## config.mk

```make
export PLATFORM = sky130hd
export DESIGN_NAME = fwd_hazard_tracker
export DESIGN_NICKNAME = d
export VERILOG_FILES = /design/src/rtl/fwd_hazard_tracker_pkg.sv /design/src/rtl/fwd_src_match.sv /design/src/rtl/fwd_hazard_tracker.sv
export SDC_FILE = /design/constraint.sdc
export NUM_CORES = 1
export LEC_CHECK = 0
export BUFFER_PORTS_ARGS = -buffer_cell sky130_fd_sc_hd__clkbuf_2
export CAP_MARGIN = 5
export CORE_MARGIN = 3
export CORE_UTILIZATION = 58
export DETAILED_ROUTE_END_ITERATION = 10
export PLACE_DENSITY_LB_ADDON = 0.25
export SLEW_MARGIN = 20
export SYNTH_ARGS = -nofsm -noshare
export SYNTH_HDL_FRONTEND = slang
export SYNTH_SLANG_ARGS = --single-unit
export TNS_END_PERCENT = 20
```

## constraint.sdc

```tcl
create_clock -name clk -period 3.85 [get_ports clk]
set_input_delay 0.77 -clock clk [delete_from_list [all_inputs] [get_ports clk]]
set_output_delay 0.77 -clock clk [all_outputs]
set_load 0.02 [all_outputs]
```

## src/rtl/fwd_hazard_tracker_pkg.sv

```systemverilog
// Shared types and constants for the forwarding/hazard tracker: entry layout,
// select encoding and stage indices.
package fwd_hazard_tracker_pkg;

  localparam int unsigned REG_AW_MAX = 8;
  localparam int unsigned FWD_SEL_RF = 0;

  localparam int unsigned STG_EX  = 0;
  localparam int unsigned STG_MEM = 1;
  localparam int unsigned STG_WB  = 2;

  // wsel is stored at REG_AW_MAX width with zero upper bits so one struct
  // serves every REG_AW instantiation.
  typedef struct packed {
    logic                  valid;
    logic [REG_AW_MAX-1:0] wsel;
    logic                  regwrite;
    logic                  isload;
  } fwd_entry_t;

  function automatic int unsigned selw(input int unsigned depth);
    return $clog2(depth + 1);
  endfunction

endpackage

```

## src/rtl/fwd_src_match.sv

```systemverilog
// Priority match of one source operand against all tracked producers;
// the youngest matching stage wins and may flag a load-use hazard.
module fwd_src_match
  import fwd_hazard_tracker_pkg::*;
#(
  parameter int          REG_AW    = 5,
  parameter int          FWD_DEPTH = 3,
  parameter int          LOAD_LAT  = 2,
  parameter int unsigned SELW      = 2
) (
  input  logic [REG_AW-1:0] src_i,
  input  logic              used_i,
  input  fwd_entry_t        entries_i [FWD_DEPTH],
  output logic [SELW-1:0]   sel_o,
  output logic              hazard_o
);

  logic found;

  always_comb begin
    sel_o    = SELW'(FWD_SEL_RF);
    hazard_o = 1'b0;
    found    = 1'b0;
    for (int unsigned k = 0; k < int'(FWD_DEPTH); k++) begin
      if (!found && used_i && (src_i != '0) &&
          entries_i[k].valid && entries_i[k].regwrite &&
          (entries_i[k].wsel == REG_AW_MAX'(src_i))) begin
        found = 1'b1;
        // A load whose data is not ready yet keeps the select on the RF.
        if (entries_i[k].isload && (k + 1 < int'(LOAD_LAT)))
          hazard_o = 1'b1;
        else
          sel_o = SELW'(k + 1);
      end
    end
  end

endmodule

```

## src/rtl/fwd_hazard_tracker.sv

```systemverilog
// Shadow pipeline of in-flight register writes driving per-source forward
// selects, load-use stall detection and a saturating stall counter.
module fwd_hazard_tracker
  import fwd_hazard_tracker_pkg::*;
#(
  parameter int REG_AW    = 5,
  parameter int NUM_SRC   = 2,
  parameter int FWD_DEPTH = 3,
  parameter int LOAD_LAT  = 2,
  parameter int CNT_W     = 16
) (
  input  logic                                   clk,
  input  logic                                   rst,
  input  logic [NUM_SRC*REG_AW-1:0]              iSrc,
  input  logic [NUM_SRC-1:0]                     iSrcUsed,
  input  logic                                   iDecValid,
  input  logic [REG_AW-1:0]                      iDecWsel,
  input  logic                                   iDecRegWrite,
  input  logic                                   iDecIsLoad,
  input  logic                                   iStallExt,
  input  logic                                   iFlush,
  output logic [NUM_SRC*selw(FWD_DEPTH)-1:0]     oFwdSel,
  output logic                                   oStall,
  output logic [CNT_W-1:0]                       oStallCnt
);

  localparam int unsigned SELW = selw(FWD_DEPTH);

  if (FWD_DEPTH < 1 || LOAD_LAT > FWD_DEPTH || REG_AW > int'(REG_AW_MAX)) begin : g_bad_params
    $error("fwd_hazard_tracker: illegal parameter combination");
  end

  fwd_entry_t       entries_q [FWD_DEPTH];
  fwd_entry_t       entries_d [FWD_DEPTH];
  logic [CNT_W-1:0] cnt_q, cnt_d;
  logic [NUM_SRC-1:0] hazard;

  for (genvar s = 0; s < NUM_SRC; s++) begin : g_src
    fwd_src_match #(
      .REG_AW    (REG_AW),
      .FWD_DEPTH (FWD_DEPTH),
      .LOAD_LAT  (LOAD_LAT),
      .SELW      (SELW)
    ) u_match (
      .src_i     (iSrc[s*REG_AW +: REG_AW]),
      .used_i    (iSrcUsed[s]),
      .entries_i (entries_q),
      .sel_o     (oFwdSel[s*SELW +: SELW]),
      .hazard_o  (hazard[s])
    );
  end

  assign oStall    = iDecValid && (|hazard);
  assign oStallCnt = cnt_q;

  always_comb begin
    entries_d = entries_q;
    cnt_d     = cnt_q;
    if (!iStallExt) begin
      for (int unsigned k = 1; k < int'(FWD_DEPTH); k++) begin
        entries_d[k] = entries_q[k-1];
        // The flushed EX instruction must not survive into MEM.
        if (iFlush && k == STG_MEM)
          entries_d[k].valid = 1'b0;
      end
      entries_d[STG_EX] = '0;
      if (iFlush) begin
        entries_d[STG_EX] = '0;
      end else if (oStall) begin
        if (cnt_q != '1)
          cnt_d = cnt_q + CNT_W'(1);
      end else begin
        entries_d[STG_EX].valid    = iDecValid;
        entries_d[STG_EX].wsel     = REG_AW_MAX'(iDecWsel);
        entries_d[STG_EX].regwrite = iDecRegWrite;
        entries_d[STG_EX].isload   = iDecIsLoad;
      end
    end
  end

  always_ff @(posedge clk) begin
    if (rst) begin
      for (int unsigned k = 0; k < int'(FWD_DEPTH); k++)
        entries_q[k] <= '0;
      cnt_q <= '0;
    end else begin
      entries_q <= entries_d;
      cnt_q     <= cnt_d;
    end
  end

endmodule

```

Yosys cells after proc, flatten, opt, wreduce, memory -nomap -nowiden
Cells that the tools add are included.
{"block": "op_classes", "muxes": 17, "n_bitwise": 2, "n_addsub": 1, "reduce_logical": 37, "eq_ne": 7}
{"op": "equality test 8 x 5 -> 1 bit", "n": 6}
{"op": "logical AND 1 bit", "n": 29}
{"op": "2-to-1 mux 11 bit", "n": 2}
{"op": "adder 16 x 1 -> 16 bit (second input constant)", "n": 1}
{"op": "!= test 16 bit (second input constant)", "n": 1}
{"op": "2-to-1 mux 1 bit", "n": 10}
{"op": "2-to-1 mux 2 bit", "n": 5}
{"op": "nonzero test 5 bit", "n": 2}
{"op": "zero test 1 bit", "n": 4}
{"op": "AND reduction 4 bit", "n": 1}
{"op": "inverter 1 bit", "n": 2}
{"op": "OR reduction 2 bit", "n": 1}
{"block": "totals", "output_inout_bits": 21, "word_cells": 75, "inputBits": 24, "ff_bits": 47}

Logic depth before layout (Yosys ltp)
{"block": "logic_depth", "word_depth": 20, "ltp_mapped": 7, "depth_no_buf": 6}

Cells and area by module
Synthesis repeated with hierarchy kept, for this count alone.
{"block": "hier_totals", "hier_cells": 251, "hier_area_um2": 2301.0}
{"module": "fwd_hazard_tracker", "instances": 1, "area_each_um2": 1755.4, "cells_each": 179, "seq_area_each_um2": 800.8}
{"module": "fwd_src_match", "instances": 2, "area_each_um2": 272.8, "cells_each": 36, "seq_area_each_um2": 0.0}

Least setup slack after synthesis
OpenSTA, ideal clock, no wires.
{"block": "synth_timing", "path_kind": "input to output", "start": "input port iSrc[5]", "end": "output port oFwdSel[3]", "stages": 5, "setup_slack_ns": 0.835, "required_ns": 3.080, "n_path_buf": 1, "arrival_ns": 2.245, "path_cell_list": "or4_1 -> o21ai_2 -> nor4_4 -> buf_6 -> nor3_1"}
{"block": "synth_via", "elab_chain_cells": 20, "elab_cells_between_ends": 24, "cone_classes": "3 x eq/ne; 4 x mux; 17 x reduce/logical"}
{"element": "start: declaration", "line_no": "fwd_hazard_tracker.sv:14", "rtl": "input logic [NUM_SRC*REG_AW-1:0] iSrc,"}
{"element": "nonzero test 5 bit", "line_no": "fwd_src_match.sv:25", "rtl": "if (!found && used_i && (src_i != '0) &&"}
{"element": "logical AND 1 bit (2 in a row)", "line_no": "fwd_src_match.sv:25"}
{"element": "logical AND 1 bit (2 in a row)", "line_no": "fwd_src_match.sv:26", "rtl": "entries_i[k].valid && entries_i[k].regwrite &&"}
{"element": "2-to-1 mux 1 bit", "line_no": "fwd_src_match.sv:25"}
{"element": "zero test 1 bit", "line_no": "fwd_src_match.sv:25"}
{"element": "logical AND 1 bit (3 in a row)", "line_no": "fwd_src_match.sv:25"}
{"element": "logical AND 1 bit (2 in a row)", "line_no": "fwd_src_match.sv:26"}
{"element": "2-to-1 mux 1 bit", "line_no": "fwd_src_match.sv:25"}
{"element": "zero test 1 bit", "line_no": "fwd_src_match.sv:25"}
{"element": "logical AND 1 bit (3 in a row)", "line_no": "fwd_src_match.sv:25"}
{"element": "logical AND 1 bit (2 in a row)", "line_no": "fwd_src_match.sv:26"}
{"element": "2-to-1 mux 2 bit (*)", "line_no": "fwd_src_match.sv:25"}
{"element": "end: declaration", "line_no": "fwd_hazard_tracker.sv:22", "rtl": "output logic [NUM_SRC*selw(FWD_DEPTH)-1:0] oFwdSel,"}
Every way passes the cells marked *; elsewhere a longest branch is shown, timed or not.

Worst setup path in the final report
{"block": "layout_timing", "start": "input port iSrc[7]", "end": "output port oStall"}
{"block": "layout_via", "elab_chain_cells": 8, "elab_cells_between_ends": 9, "cone_classes": "1 x eq/ne; 1 x mux; 7 x reduce/logical"}
{"element": "nonzero test 5 bit", "line_no": "fwd_src_match.sv:25"}
{"element": "logical AND 1 bit (2 in a row)", "line_no": "fwd_src_match.sv:25"}
{"element": "logical AND 1 bit", "line_no": "fwd_src_match.sv:26"}
{"element": "logical AND 1 bit (*)", "line_no": "fwd_src_match.sv:26"}
{"element": "2-to-1 mux 1 bit (*)", "line_no": "fwd_src_match.sv:25"}
{"element": "OR reduction 2 bit (*)", "line_no": "fwd_hazard_tracker.sv:53", "rtl": "assign oStall = iDecValid && (|hazard);"}
{"element": "logical AND 1 bit (*)", "line_no": "fwd_hazard_tracker.sv:53"}
{"element": "end: declaration", "line_no": "fwd_hazard_tracker.sv:23", "rtl": "output logic oStall,"}
Marks and branches as above.

==> results.ini <==
[worst_setup_path]
r2r-end=oStallCnt[4]
cp-end-kind=primary output
critPathLaunchType=primary input
critPathKind=primary input to primary output
r2r_setup_slack_ns=1.37
worstRegToRegCells=6
cpPeakStageDelay_ns=0.80
path_buf_inv=2
cpLargestDelayFamily=simple AND/OR/NAND/NOR gates
required_ns=3.08
slowest_stage=nor4_4
path_cells=clkbuf_2 > xnor2_1 > nand4_1 > nor4_4 > nor2_1 > nor2_1 > clkbuf_2
r2r-start=entries_q[24]
critPathArrivalTime_ns=2.56
critPathMaxFanout=14

[yosys]
syn_nets=244
ys_warn_count=0
syn_inst=219
ys_ff_latch=38
synth_edf_count=0
synthFlopType=dfxtp_1
synth_area_um2=2060
synth_area_per_cell_um2=9.39
yosys.cell_types.count=37
synth-seq-area-share_pct=37.0
synthArstFlopShare_pct=0

[clock_tree]
numCtsBuffers=5
cts.clk_slew.worst_paths_ns=0.12
hold_buffers=0
cts_resized=0
htreeDepth=2
cts_tree=built
clk_latency_ns=0.34
postCtsSetupBuffers=0
root_buffer=clkbuf_4
cts_sinks=38
clock_path_buffers=2

[global_routing]
grt_antenna_before_repair=0
grt_pass1_vias=1730
grt_pass1_wl_um=7860
grtUsageTotal_pct=23.5
grt_max_degree=33
gr-total-overflow=0

[layout]
fill_cells=281
drive_gt1_share_pct=23.6
area_growth_pct=14.1
n_antenna_cell=0
final_nets=287

[die]
start_util_pct=64.2
ios=45
core_um2=3200
die_width_um=65.5
rows=20
dieArea_um2=4290
dieHeight_um=65.5

[routing]
routed_wl_um=4620
drtIter0Drc=130
postRouteAntennaNets=0
vias=1775
drcViolationCount=0
avgViaCountPerCell=5.78
first_pass_iters=4
avgRoutedWirePerCell_um=15.0

[placed_design]
hpwl_um=3520
gp_congestion=0.905
dp_slack_ns=0.531
port_buffers=44

[sta]
worst_pin_slew_ns=0.895
layout_setup_ws_ns=0.523
maxSlewHeadroom_pct=39.9
skew_ns=0.0135
tns_ns=0
fmax_mhz=301
hold_violations=0
post-route-period-util_pct=86.4
setup_viol=0
maxSlewViolCount=0
rsz0062_at_grt=false
min_period_ns=3.33

[hold_path]
hold_start=entries_q[32]
hold_class=flop to flop
min_to=entries_q[32]
hold_depth=2

[power_and_ir_drop]
powerDensity_nw_per_um2=290
vdd_drop_max_mv=0.264
leakage_nw=0.993

[job]
maxCapViolCount=0

[run_status]
status=finished, final reports clean

[power breakdown]
part           switching [mW]  total [mW]  internal (mW)  leakage [nW]
Sequential            0.00808       0.407          0.398         0.307
Combinational          0.0370      0.0673         0.0303         0.655
Clock                   0.136       0.207         0.0711        0.0312
Total                   0.181       0.681          0.500         0.993
[metrics by stage]
step / util, % / std cells / instance area, um2 / hold WS, ns / power [mW]
after CTS: 73.2 / 307 / 2340 / 0.483 / 0.686
final: 73.2 / 307 / 2340 / 0.482 / 0.681
after global routing: 73.2 / 307 / 2340 / 0.513 / 0.716
after detailed placement: 71.4 / 299 / 2290 / 0.465 / 0.483
after floorplan: - / 219 / 2060 / 0.433 / 0.455
after global placement: 71.4 / 299 / 2290 / 0.460 / 0.481
[cells in the mapped netlist (3+ instances only)]
master / instances / area share (%)
xnor2_1: 18 / 7.7
nand3_1: 3 / 0.73
mux2i_1: 15 / 7.3
o21ai_0: 4 / 0.97
and3_1: 6 / 1.8
or3_1: 4 / 1.2
clkbuf_1: 5 / 0.91
nor2_1: 30 / 5.5
dfxtp_1: 38 / 37
xor2_1: 23 / 9.8
inv_1: 3 / 0.55
o2111ai_1: 4 / 1.7
a21oi_1: 6 / 1.5
a22o_1: 7 / 3.0
nor3_1: 6 / 1.5
nand4_1: 8 / 2.4
nand2_1: 8 / 1.5
o211ai_2: 3 / 1.8
[cell families after synthesis]
family | count (synthesis) | share of synthesized area [%]
AND/OR/NAND/NOR | 77 | 20.6
XOR/XNOR | 41 | 17.5
flip-flops | 38 | 37.0
AO/OA/AOI/OAI | 36 | 14.2
multiplexers | 15 | 7.30
buffers and inverters | 11 | 2.74
adder cells (fa/ha/maj) | 1 | 0.609
[cells in the final DEF, fill, tap and decap left out, types with 3 or more instances in the layout]
| cell | netlist | layout |
|---|---|---|
| xor2_1 | 23 | 23 |
| and3_1 | 6 | 6 |
| mux2i_1 | 15 | 15 |
| clkbuf_4 | 0 | 5 |
| nor3_1 | 6 | 6 |
| a21oi_1 | 6 | 6 |
| o21ai_0 | 4 | 4 |
| nand2_1 | 8 | 8 |
| xnor2_1 | 18 | 18 |
| nor2_1 | 30 | 30 |
| clkbuf_2 | 0 | 44 |
| o211ai_2 | 3 | 3 |
| dfxtp_1 | 38 | 38 |
| inv_1 | 3 | 3 |
| or3_1 | 4 | 4 |
| o2111ai_1 | 4 | 4 |
| nand3_1 | 3 | 3 |
| a22o_1 | 7 | 7 |
| nand4_1 | 8 | 8 |
[final cells by class]
| type | instances | area [um2] | share of cell area, % |
|---|---|---|---|
| clock buffer | 5 | 37.5 | 1.60 |
| clock inverter | 3 | 21.3 | 0.907 |
| inverter | 3 | 11.3 | 0.480 |
| multi-input combinational | 170 | 1240 | 52.8 |
| sequential | 38 | 761 | 32.4 |
| tap | 44 | 55.1 | 2.35 |
| timing repair buffer | 44 | 220 | 9.39 |
[flip-flops by register name, indices dropped and copies added, names as in the netlist]
name / flops
entries_q: 22
oStallCnt: 16
[layer usage]
metal  wire, um  global-route usage, %  part of all wire [%]
met5          0                      0                     0
met2       2090                   37.3                    45
met1       2230                   31.7                    48
met3        255                   5.30                   5.5
met4         35                   6.74                  0.76
[how the worst max path moves through the flow]
stage | from | cells past startpoint | to
final | iSrc[7] | 7 | oStall
after global routing | iSrc[8] | 7 | oStall
after CTS | iSrc[7] | 7 | oStall
after detailed placement | iSrc[8] | 7 | oStall
after global placement | iSrc[9] | 7 | oStall
after floorplan | iSrc[5] | 5 | oFwdSel[3]
[tightest hold or removal path, cell delays in order (launching register included)]
cell and delay, ns:
dfxtp_1 0.35, nand2_1 0.06, o21ai_1 0.05
Note: power is estimated with default switching activity, not from simulation.
